File: config.mk
export PLATFORM = sky130hd
export DESIGN_NAME = control_unit
export DESIGN_NICKNAME = d
export VERILOG_FILES = /design/src/rtl/cu_pkg.sv /design/src/rtl/cu_decode.sv /design/src/rtl/control_unit.sv
export SDC_FILE = /design/constraint.sdc
export NUM_CORES = 1
export LEC_CHECK = 0
export BUFFER_PORTS_ARGS = -buffer_cell sky130_fd_sc_hd__buf_2
export CAP_MARGIN = 5
export CORE_MARGIN = 8
export CORE_UTILIZATION = 41
export CTS_BUF_LIST = sky130_fd_sc_hd__clkbuf_8
export DETAILED_ROUTE_END_ITERATION = 10
export PLACE_DENSITY = 0.78
export SKIP_LAST_GASP = 1
export SYNTH_ARGS = -nofsm -noshare
export SYNTH_HDL_FRONTEND = slang
export SYNTH_SLANG_ARGS = --single-unit
export TNS_END_PERCENT = 100
File: constraint.sdc
create_clock -name clock -period 1.6 [get_ports clock]
set_input_delay 0.16 -clock clock [delete_from_list [all_inputs] [get_ports clock]]
set_output_delay 0.16 -clock clock [all_outputs]
set_load 0.05 [all_outputs]
File: src/rtl/cu_pkg.sv
// Shared constants for the single-bus CPU control sequencer: opcodes,
// ALU operation codes, bus-source / register-enable bit positions, the
// step (state) encoding, the opcode class and the registered output bundle.
package cu_pkg;

    // Opcodes carried in IR[31:27]
    localparam logic [4:0] OP_LD   = 5'd0;
    localparam logic [4:0] OP_LDI  = 5'd1;
    localparam logic [4:0] OP_ST   = 5'd2;
    localparam logic [4:0] OP_ADD  = 5'd3;
    localparam logic [4:0] OP_SUB  = 5'd4;
    localparam logic [4:0] OP_AND  = 5'd5;
    localparam logic [4:0] OP_OR   = 5'd6;
    localparam logic [4:0] OP_ADDI = 5'd12;
    localparam logic [4:0] OP_NOP  = 5'd26;
    localparam logic [4:0] OP_HALT = 5'd27;

    // ALU operation codes driven on ALU_Sel
    localparam logic [5:0] ALU_NONE = 6'd0;
    localparam logic [5:0] ALU_AND  = 6'd5;
    localparam logic [5:0] ALU_OR   = 6'd6;
    localparam logic [5:0] ALU_ADD  = 6'd13;
    localparam logic [5:0] ALU_SUB  = 6'd14;

    // Bus-source bit positions in enc_input
    localparam int unsigned BUS_ZLOW = 19;
    localparam int unsigned BUS_PC   = 20;
    localparam int unsigned BUS_MDR  = 22;
    localparam int unsigned BUS_C    = 25;

    // Register-load bit positions in reg_enable
    localparam int unsigned EN_Z   = 19;
    localparam int unsigned EN_PC  = 20;
    localparam int unsigned EN_IR  = 21;
    localparam int unsigned EN_MDR = 22;
    localparam int unsigned EN_MAR = 23;
    localparam int unsigned EN_Y   = 24;

    // One control step per state; IDLE and HALT drive nothing
    typedef enum logic [3:0] {
        ST_IDLE = 4'd0,
        ST_T0   = 4'd1,
        ST_T1   = 4'd2,
        ST_T2   = 4'd3,
        ST_T3   = 4'd4,
        ST_T4   = 4'd5,
        ST_T5   = 4'd6,
        ST_T6   = 4'd7,
        ST_T7   = 4'd8,
        ST_HALT = 4'd9
    } state_t;

    // Instruction families that share an execute sequence.
    // addi shares the LDI sequence, differing only in how Rb is driven.
    typedef enum logic [2:0] {
        CL_NOP  = 3'd0,
        CL_LDI  = 3'd1,
        CL_LD   = 3'd2,
        CL_ST   = 3'd3,
        CL_ALU  = 3'd4,
        CL_HALT = 3'd5
    } op_class_t;

    // Everything the sequencer drives, kept together so it can be registered as one
    typedef struct packed {
        logic [31:0] enc_input;
        logic [31:0] reg_enable;
        logic [5:0]  alu_sel;
        logic        inc_pc;
        logic        read;
        logic        write;
        logic        gra;
        logic        grb;
        logic        grc;
        logic        rin;
        logic        rout;
        logic        ba_out;
        logic        run;
    } cu_out_t;

    // One-hot 32-bit vector with bit idx set
    function automatic logic [31:0] sel_bit(input int unsigned idx);
        sel_bit = 32'd1 << idx;
    endfunction

endpackage

File: src/rtl/cu_decode.sv
// Combinational opcode decode: maps IR[31:27] to an instruction class,
// flags addi (Rb driven as a register rather than as a base address) and
// gives the ALU operation used in step T4. Unlisted opcodes decode as nop.
module cu_decode
    import cu_pkg::*;
(
    input  logic [4:0] opcode,
    output op_class_t  op_class,
    output logic       base_rout,
    output logic [5:0] alu_sel
);

    // Opcode to class / ALU mapping; address-forming instructions all add
    always_comb begin
        op_class  = CL_NOP;
        base_rout = 1'b0;
        alu_sel   = ALU_NONE;
        case (opcode)
            OP_LD: begin
                op_class = CL_LD;
                alu_sel  = ALU_ADD;
            end
            OP_LDI: begin
                op_class = CL_LDI;
                alu_sel  = ALU_ADD;
            end
            OP_ST: begin
                op_class = CL_ST;
                alu_sel  = ALU_ADD;
            end
            OP_ADDI: begin
                op_class  = CL_LDI;
                base_rout = 1'b1;
                alu_sel   = ALU_ADD;
            end
            OP_ADD: begin
                op_class = CL_ALU;
                alu_sel  = ALU_ADD;
            end
            OP_SUB: begin
                op_class = CL_ALU;
                alu_sel  = ALU_SUB;
            end
            OP_AND: begin
                op_class = CL_ALU;
                alu_sel  = ALU_AND;
            end
            OP_OR: begin
                op_class = CL_ALU;
                alu_sel  = ALU_OR;
            end
            OP_HALT: begin
                op_class = CL_HALT;
            end
            default: begin
                op_class = CL_NOP;
            end
        endcase
    end

endmodule

File: src/rtl/control_unit.sv
// Moore control sequencer for the single-bus CPU datapath.
// Fetch T0-T2, decode IR[31:27], execute ld/ldi/st/add/sub/and/or/addi/nop/halt.
// Optional build macro CU_MEM_WAIT_EN: when defined, the memory steps
// (T1 of every fetch, T6 of ld, T7 of st) hold until mem_rdy is high;
// when undefined, mem_rdy is ignored and every step takes one clock.
//
// All outputs are flops loaded with the decode of the state being entered,
// so they are a pure function of the state register and the latched opcode,
// and the asynchronous clr clears them immediately.
module control_unit
    import cu_pkg::*;
(
    input  logic        clock,
    input  logic        clr,
    input  logic [31:0] ir,
    input  logic        mem_rdy,
    output logic [31:0] enc_input,
    output logic [31:0] reg_enable,
    output logic        incPC,
    output logic        read,
    output logic        write,
    output logic        Gra,
    output logic        Grb,
    output logic        Grc,
    output logic        Rin,
    output logic        Rout,
    output logic        BAout,
    output logic [5:0]  ALU_Sel,
    output logic        run
);

    state_t      state_q;
    state_t      state_d;
    logic [4:0]  op_q;
    logic [4:0]  op_d;
    cu_out_t     out_q;
    cu_out_t     out_d;

    op_class_t   cls_d;
    logic        base_rout_d;
    logic [5:0]  alu_sel_d;
    logic        mem_go;

    // Only the opcode field of IR steers the sequencer
    logic [26:0] ir_unused;
    assign ir_unused = ir[26:0];

`ifdef CU_MEM_WAIT_EN
    // Memory steps complete on the edge where memory reports ready
    assign mem_go = mem_rdy;
`else
    // Memory always completes in a single step
    logic mem_rdy_unused;
    assign mem_go         = 1'b1;
    assign mem_rdy_unused = mem_rdy;
`endif

    // The opcode is captured on the edge leaving T2 and held for the rest of
    // the instruction, so later IR changes cannot disturb the execute steps.
    assign op_d = (state_q == ST_T2) ? ir[31:27] : op_q;

    cu_decode u_decode (
        .opcode    (op_d),
        .op_class  (cls_d),
        .base_rout (base_rout_d),
        .alu_sel   (alu_sel_d)
    );

    // Step sequencing: fetch, branch on class at T2, then the execute chain
    always_comb begin
        state_d = state_q;
        case (state_q)
            ST_IDLE: state_d = ST_T0;
            ST_T0:   state_d = ST_T1;
            ST_T1: begin
                if (mem_go) begin
                    state_d = ST_T2;
                end
            end
            ST_T2: begin
                if (cls_d == CL_NOP) begin
                    state_d = ST_T0;
                end else if (cls_d == CL_HALT) begin
                    state_d = ST_HALT;
                end else begin
                    state_d = ST_T3;
                end
            end
            ST_T3: state_d = ST_T4;
            ST_T4: state_d = ST_T5;
            ST_T5: begin
                if ((cls_d == CL_LD) || (cls_d == CL_ST)) begin
                    state_d = ST_T6;
                end else begin
                    state_d = ST_T0;
                end
            end
            ST_T6: begin
                // st only loads MDR here; ld waits for its memory read
                if ((cls_d == CL_ST) || mem_go) begin
                    state_d = ST_T7;
                end
            end
            ST_T7: begin
                // st waits for its memory write; ld writes back unconditionally
                if ((cls_d != CL_ST) || mem_go) begin
                    state_d = ST_T0;
                end
            end
            ST_HALT: state_d = ST_HALT;
            default: state_d = ST_IDLE;
        endcase
    end

    // Control word for the step being entered; everything else stays 0
    always_comb begin
        out_d     = '0;
        out_d.run = (state_d != ST_IDLE) && (state_d != ST_HALT);
        case (state_d)
            ST_T0: begin
                // PC to MAR and bump PC
                out_d.enc_input  = sel_bit(BUS_PC);
                out_d.reg_enable = sel_bit(EN_MAR);
                out_d.inc_pc     = 1'b1;
            end
            ST_T1: begin
                // Instruction word into MDR
                out_d.read       = 1'b1;
                out_d.reg_enable = sel_bit(EN_MDR);
            end
            ST_T2: begin
                // MDR into IR
                out_d.enc_input  = sel_bit(BUS_MDR);
                out_d.reg_enable = sel_bit(EN_IR);
            end
            ST_T3: begin
                // First ALU operand into Y: base address (R0 reads 0) or a register
                out_d.grb        = 1'b1;
                out_d.reg_enable = sel_bit(EN_Y);
                if ((cls_d == CL_ALU) || base_rout_d) begin
                    out_d.rout = 1'b1;
                end else begin
                    out_d.ba_out = 1'b1;
                end
            end
            ST_T4: begin
                // Second operand on the bus, result into Z
                out_d.reg_enable = sel_bit(EN_Z);
                out_d.alu_sel    = alu_sel_d;
                if (cls_d == CL_ALU) begin
                    out_d.grc  = 1'b1;
                    out_d.rout = 1'b1;
                end else begin
                    out_d.enc_input = sel_bit(BUS_C);
                end
            end
            ST_T5: begin
                // Z either becomes the effective address or is written back
                out_d.enc_input = sel_bit(BUS_ZLOW);
                if ((cls_d == CL_LD) || (cls_d == CL_ST)) begin
                    out_d.reg_enable = sel_bit(EN_MAR);
                end else begin
                    out_d.gra = 1'b1;
                    out_d.rin = 1'b1;
                end
            end
            ST_T6: begin
                // ld reads memory into MDR; st loads Ra into MDR
                out_d.reg_enable = sel_bit(EN_MDR);
                if (cls_d == CL_ST) begin
                    out_d.gra  = 1'b1;
                    out_d.rout = 1'b1;
                end else begin
                    out_d.read = 1'b1;
                end
            end
            ST_T7: begin
                // st writes MDR to memory; ld moves MDR into Ra
                if (cls_d == CL_ST) begin
                    out_d.write = 1'b1;
                end else begin
                    out_d.enc_input = sel_bit(BUS_MDR);
                    out_d.gra       = 1'b1;
                    out_d.rin       = 1'b1;
                end
            end
            default: begin
                out_d = '0;
            end
        endcase
    end

    // State, latched opcode and registered control word; clr clears all at once
    always_ff @(posedge clock or posedge clr) begin
        if (clr) begin
            state_q <= ST_IDLE;
            op_q    <= OP_NOP;
            out_q   <= '0;
        end else begin
            state_q <= state_d;
            op_q    <= op_d;
            out_q   <= out_d;
        end
    end

    assign enc_input  = out_q.enc_input;
    assign reg_enable = out_q.reg_enable;
    assign incPC      = out_q.inc_pc;
    assign read       = out_q.read;
    assign write      = out_q.write;
    assign Gra        = out_q.gra;
    assign Grb        = out_q.grb;
    assign Grc        = out_q.grc;
    assign Rin        = out_q.rin;
    assign Rout       = out_q.rout;
    assign BAout      = out_q.ba_out;
    assign ALU_Sel    = out_q.alu_sel;
    assign run        = out_q.run;

endmodule

==> results.txt <==
- The tree built by TritonCTS fans out to 32 sinks.
- Total negative slack for setup checks: -0.2845 ns
* Static Leakage: 1.264 nW
* Cell family contributing the most delay on the critical path: simple AND/OR/NAND/NOR gates
- Ys Warns: 0
- Primary FF master, synth: sky130_fd_sc_hd__dfrtp_1
- For this run, the total global-route usage over all layers was measured as 0.1095.
- Number of antenna violations at the first check in global routing: 0
- Final WS setup: -0.07081 ns
- The area growth from synthesis to layout is 15.75%.
- Netlist area before placement: 0.002009 mm^2
- Input and output buffers added on the ports amount to 29.
- Measured against the total synthesized area, the mux share comes to 0.05666.
* Maximum net fanout on the critical path: 6
- Largest vdd supply drop: ~0.00031 V
- Avg Vias per Cell: 4.479
* Count of flip-flops with a built-in enable after synthesis: 0
- The detail route stage leaves a number of antenna-violating nets equal to 0.
- Core area: 0.004723 mm^2
- Across all register-to-register paths, the minimum setup slack is -0.07 ns.
- Post-synthesis register bit count: 32
- The run finished, with violations left.
- Post-DP HPWL: 3.099 mm
* Min-Delay Endpoint: op_q[4]
- H-tree depth: 2
* Die Y: between 80 and 90 um
- The worst register-to-register path begins at state_q[3].
- Gate power share: 0.208
- Mean area per synthesized cell: 9.434 um^2
- First-pass GRT wire length: about 6.6 mm
- Worst hold path stage count: 2
- Initial standard-cell utilization of the core: 0.4254
* List of cells traversed by the critical path: and4bb_1 -> buf_12 -> mux2i_4 -> buf_12 -> o211ai_1 -> o21ai_1 -> and3_1
* Sequential cell area fraction in the yosys report: 0.4004
- In this run, the number of DRC markers left after iteration 0 of detailed routing was ~130.
* Number of buffers created by CTS: 5
* Failing checks: negative setup slack
- Number of global-route vias before repair: 1525
* Synth cell types: 48
- Across the run, the number of max-cap violations was 0.
- In this run the horizontal extent of the chip is 86.01 um.
- The final max-slew violation count is 0.
* Overall power of the completed layout: around 1.7 mW
- Class of the tightest hold or removal check: input pin to flop
- The slowest stage of the critical path belongs to the cell sky130_fd_sc_hd__dfrtp_1.
- For this design the total switching power over the nets is 0.6026 mW.
- Clock latency on the worst-skew pair: 0.28 ns
- Io pins: approximately 120
* Fraction of the mapped netlist area in adder cells: 0
- P_int: 1.121 mW
- The worst setup path is captured at a flop.
* Highest-count cells in the layout ignoring fill and taps: sky130_fd_sc_hd__conb_1, sky130_fd_sc_hd__dfrtp_1, sky130_fd_sc_hd__buf_2
* Delay of the slowest critical-path stage: 0.37 ns
- Hold Path Origin: ir[31]
- Final setup violation count: 7
* Switch share: 0.3495
- Static timing analysis puts the maximum clock frequency at between 0.5 and 0.6 GHz.
* Via count: 1487
* TritonCTS clock tree: yes
- The smallest clock period supported by the final layout is computed as 1.671 ns.
- The clock passes through at most 2 buffers.
* DRT Pass-1 Iters: 4
- Count of standard-cell rows: 25
- After clock tree synthesis, the clock-pin slew on the worst setup and hold paths is 0.06 ns.
* Ratio of cells with drive above 1 in the final layout: 0.2868
- In the synthesized netlist, the number of instances is about 210.
- Average wire per cell in the routed design: around 13 um
- Utilization of the core after routing: 0.4925
- Unrepaired setup endpoints after global routing: true
- Final number of hold-violating endpoints: 0
* Endpoint of the worst register-to-register path: enc_input[22]
- The fraction of the mapped netlist area in compound gates was 0.1146.
* Cells on worst reg2reg path: 7
* Fraction of registers with async set or reset after synthesis: 1.000
- Entering global routing, the biggest net connects 33 pins.
- Sequential cell fraction of total power: 0.470
- Area enclosed by the die boundary: 0.007397 mm^2
- The net count of the finished layout is ~300.
* Number of diodes added for antenna fixing: 0
* Xor/xnor share of the synthesized area: 0.004359
- Wire length after detailed routing: 4.158 mm
- Crit path launch type: flop
- Global routing finished with a remaining overflow of 0.
- CTS root buffer: sky130_fd_sc_hd__clkbuf_8
* Final Cycle Share: 1.044
* Worst clock skew: 0.004511 ns
- At the worst endpoint, the arrival time is 1.88 ns.
- Critical Setup Path Class: flop to flop
- Power Dens Cells: 741.2 mW/mm^2
- The congestion estimate from routability-driven global placement came to 0.8251.
- By area, the combinational part of the netlist is dominated by buffers and inverters.
- Most common cell after layout, fill and taps aside: sky130_fd_sc_hd__conb_1
* Clock Power Share: 0.322
* Most frequent CP cell: sky130_fd_sc_hd__buf_12
* Worst EP required: 1.81 ns
* DRC violations left: 0
* Worst Path Buf+Inv: 2
* Simple-gate portion of the synthesized area: 0.1613
## worst register-to-register path, cell delays in order (launching register included)
cell and delay [ns]:
sky130_fd_sc_hd__dfrtp_1 0.37, sky130_fd_sc_hd__and4bb_1 0.32, sky130_fd_sc_hd__buf_12 0.14, sky130_fd_sc_hd__mux2i_4 0.31, sky130_fd_sc_hd__buf_12 0.15, sky130_fd_sc_hd__o211ai_1 0.07
sky130_fd_sc_hd__o21ai_1 0.08, sky130_fd_sc_hd__and3_1 0.16
## timing repair
item                                   in CTS  in global routing
setup buffers                               2                  4
gates resized for setup                     3                  6
setup endpoints to repair                   6                 12
endpoints found under the hold margin      29                  0
hold buffers                                1                  0
pin swaps                                   4                  3
## synth_stat cells, types with 2 or more instances
cell	count	area [um^2]
sky130_fd_sc_hd__nor4_1	4	25.02
sky130_fd_sc_hd__a21o_1	3	22.52
sky130_fd_sc_hd__nand3_1	4	20.02
sky130_fd_sc_hd__a21oi_1	12	60.06
sky130_fd_sc_hd__dfrtp_1	29	725.7
sky130_fd_sc_hd__inv_1	7	26.28
sky130_fd_sc_hd__o21ai_0	5	25.02
sky130_fd_sc_hd__nand2_1	12	45.04
sky130_fd_sc_hd__mux2_2	3	33.78
sky130_fd_sc_hd__nor2_1	9	33.78
sky130_fd_sc_hd__nor2b_1	3	18.77
sky130_fd_sc_hd__mux2i_2	2	27.53
sky130_fd_sc_hd__nand2b_1	3	18.77
sky130_fd_sc_hd__mux2i_1	3	30.03
sky130_fd_sc_hd__and2_1	3	18.77
sky130_fd_sc_hd__o211ai_1	2	15.01
sky130_fd_sc_hd__buf_6	3	33.78
sky130_fd_sc_hd__buf_4	57	427.9
sky130_fd_sc_hd__dfstp_2	3	78.83
sky130_fd_sc_hd__nand4b_1	2	17.52
sky130_fd_sc_hd__buf_2	2	10.01
sky130_fd_sc_hd__nor3_1	9	45.04
sky130_fd_sc_hd__and3_1	2	12.51
sky130_fd_sc_hd__clkbuf_1	7	26.28
## layout make-up
class	count	area, um^2
Tap cell	67	83.83
Fill cell	433	2397
Inverter	7	26.28
Sequential cell	32	804.5
Clock buffer	5	68.82
Multi-Input combinational cell	161	927.1
Timing Repair Buffer	57	402.9
Clock inverter	3	12.51
## metrics by stage
step | std cells | instance area, um^2 | setup WS, ns | hold slack (ns)
2_1_floorplan | 269 | 2231 | 0.006385 | 0.2740
3_3_place_gp | 317 | 2137 | -0.02894 | 0.2458
3_5_place_dp | 317 | 2137 | -0.04905 | 0.2585
4_1_cts | 328 | 2247 | -0.03946 | 0.2354
5_1_grt | 332 | 2326 | -0.1749 | 0.2507
6_report | 332 | 2326 | -0.07081 | 0.2458
## power by group through the flow
stage	Combinational (mW)	Sequential, mW	Clock, mW
after detailed placement	0.348	0.824	0
after CTS	0.350	0.810	0.573
after global routing	0.375	0.809	0.608
after global placement	0.347	0.824	0
final	0.359	0.810	0.555
after floorplan	0.433	0.824	0
## routing by layer
metal	GRT usage	routed length [um]	vias to the layer above	share of wire
li1	-	-	716	-
met5	0	0	-	0
met2	0.1910	2052	86	0.49
met1	0.1195	1718	677	0.41
met3	0.03534	324	8	0.078
met4	0.04299	63	0	0.015
## cells by family after synthesis
family,count (synthesis)
DFF,32
xor gates and xnor gates,1
and+or+nand+nor,59
buffers and inverters,76
muxes,9
AOI/OAI and AO/OA,35
other,1
## registers in the layout, summed over array words and instances (netlist names), 4 cells and up
name        cells
op_q            5
reg_enable      5
ALU_Sel         4
enc_input       4
state_q         4
## how the worst max path moves through the flow
stage,startpoint,cells past startpoint,slack [ns],to
after floorplan,state_q[1],8,0.006,Rout
after global placement,state_q[3],5,-0.03,ALU_Sel[0]
after detailed placement,state_q[3],5,-0.05,ALU_Sel[0]
after CTS,state_q[2],6,-0.04,enc_input[22]
after global routing,state_q[3],7,-0.17,enc_input[22]
final,state_q[3],7,-0.07,enc_input[22]
(Power assumes the default switching activity.)
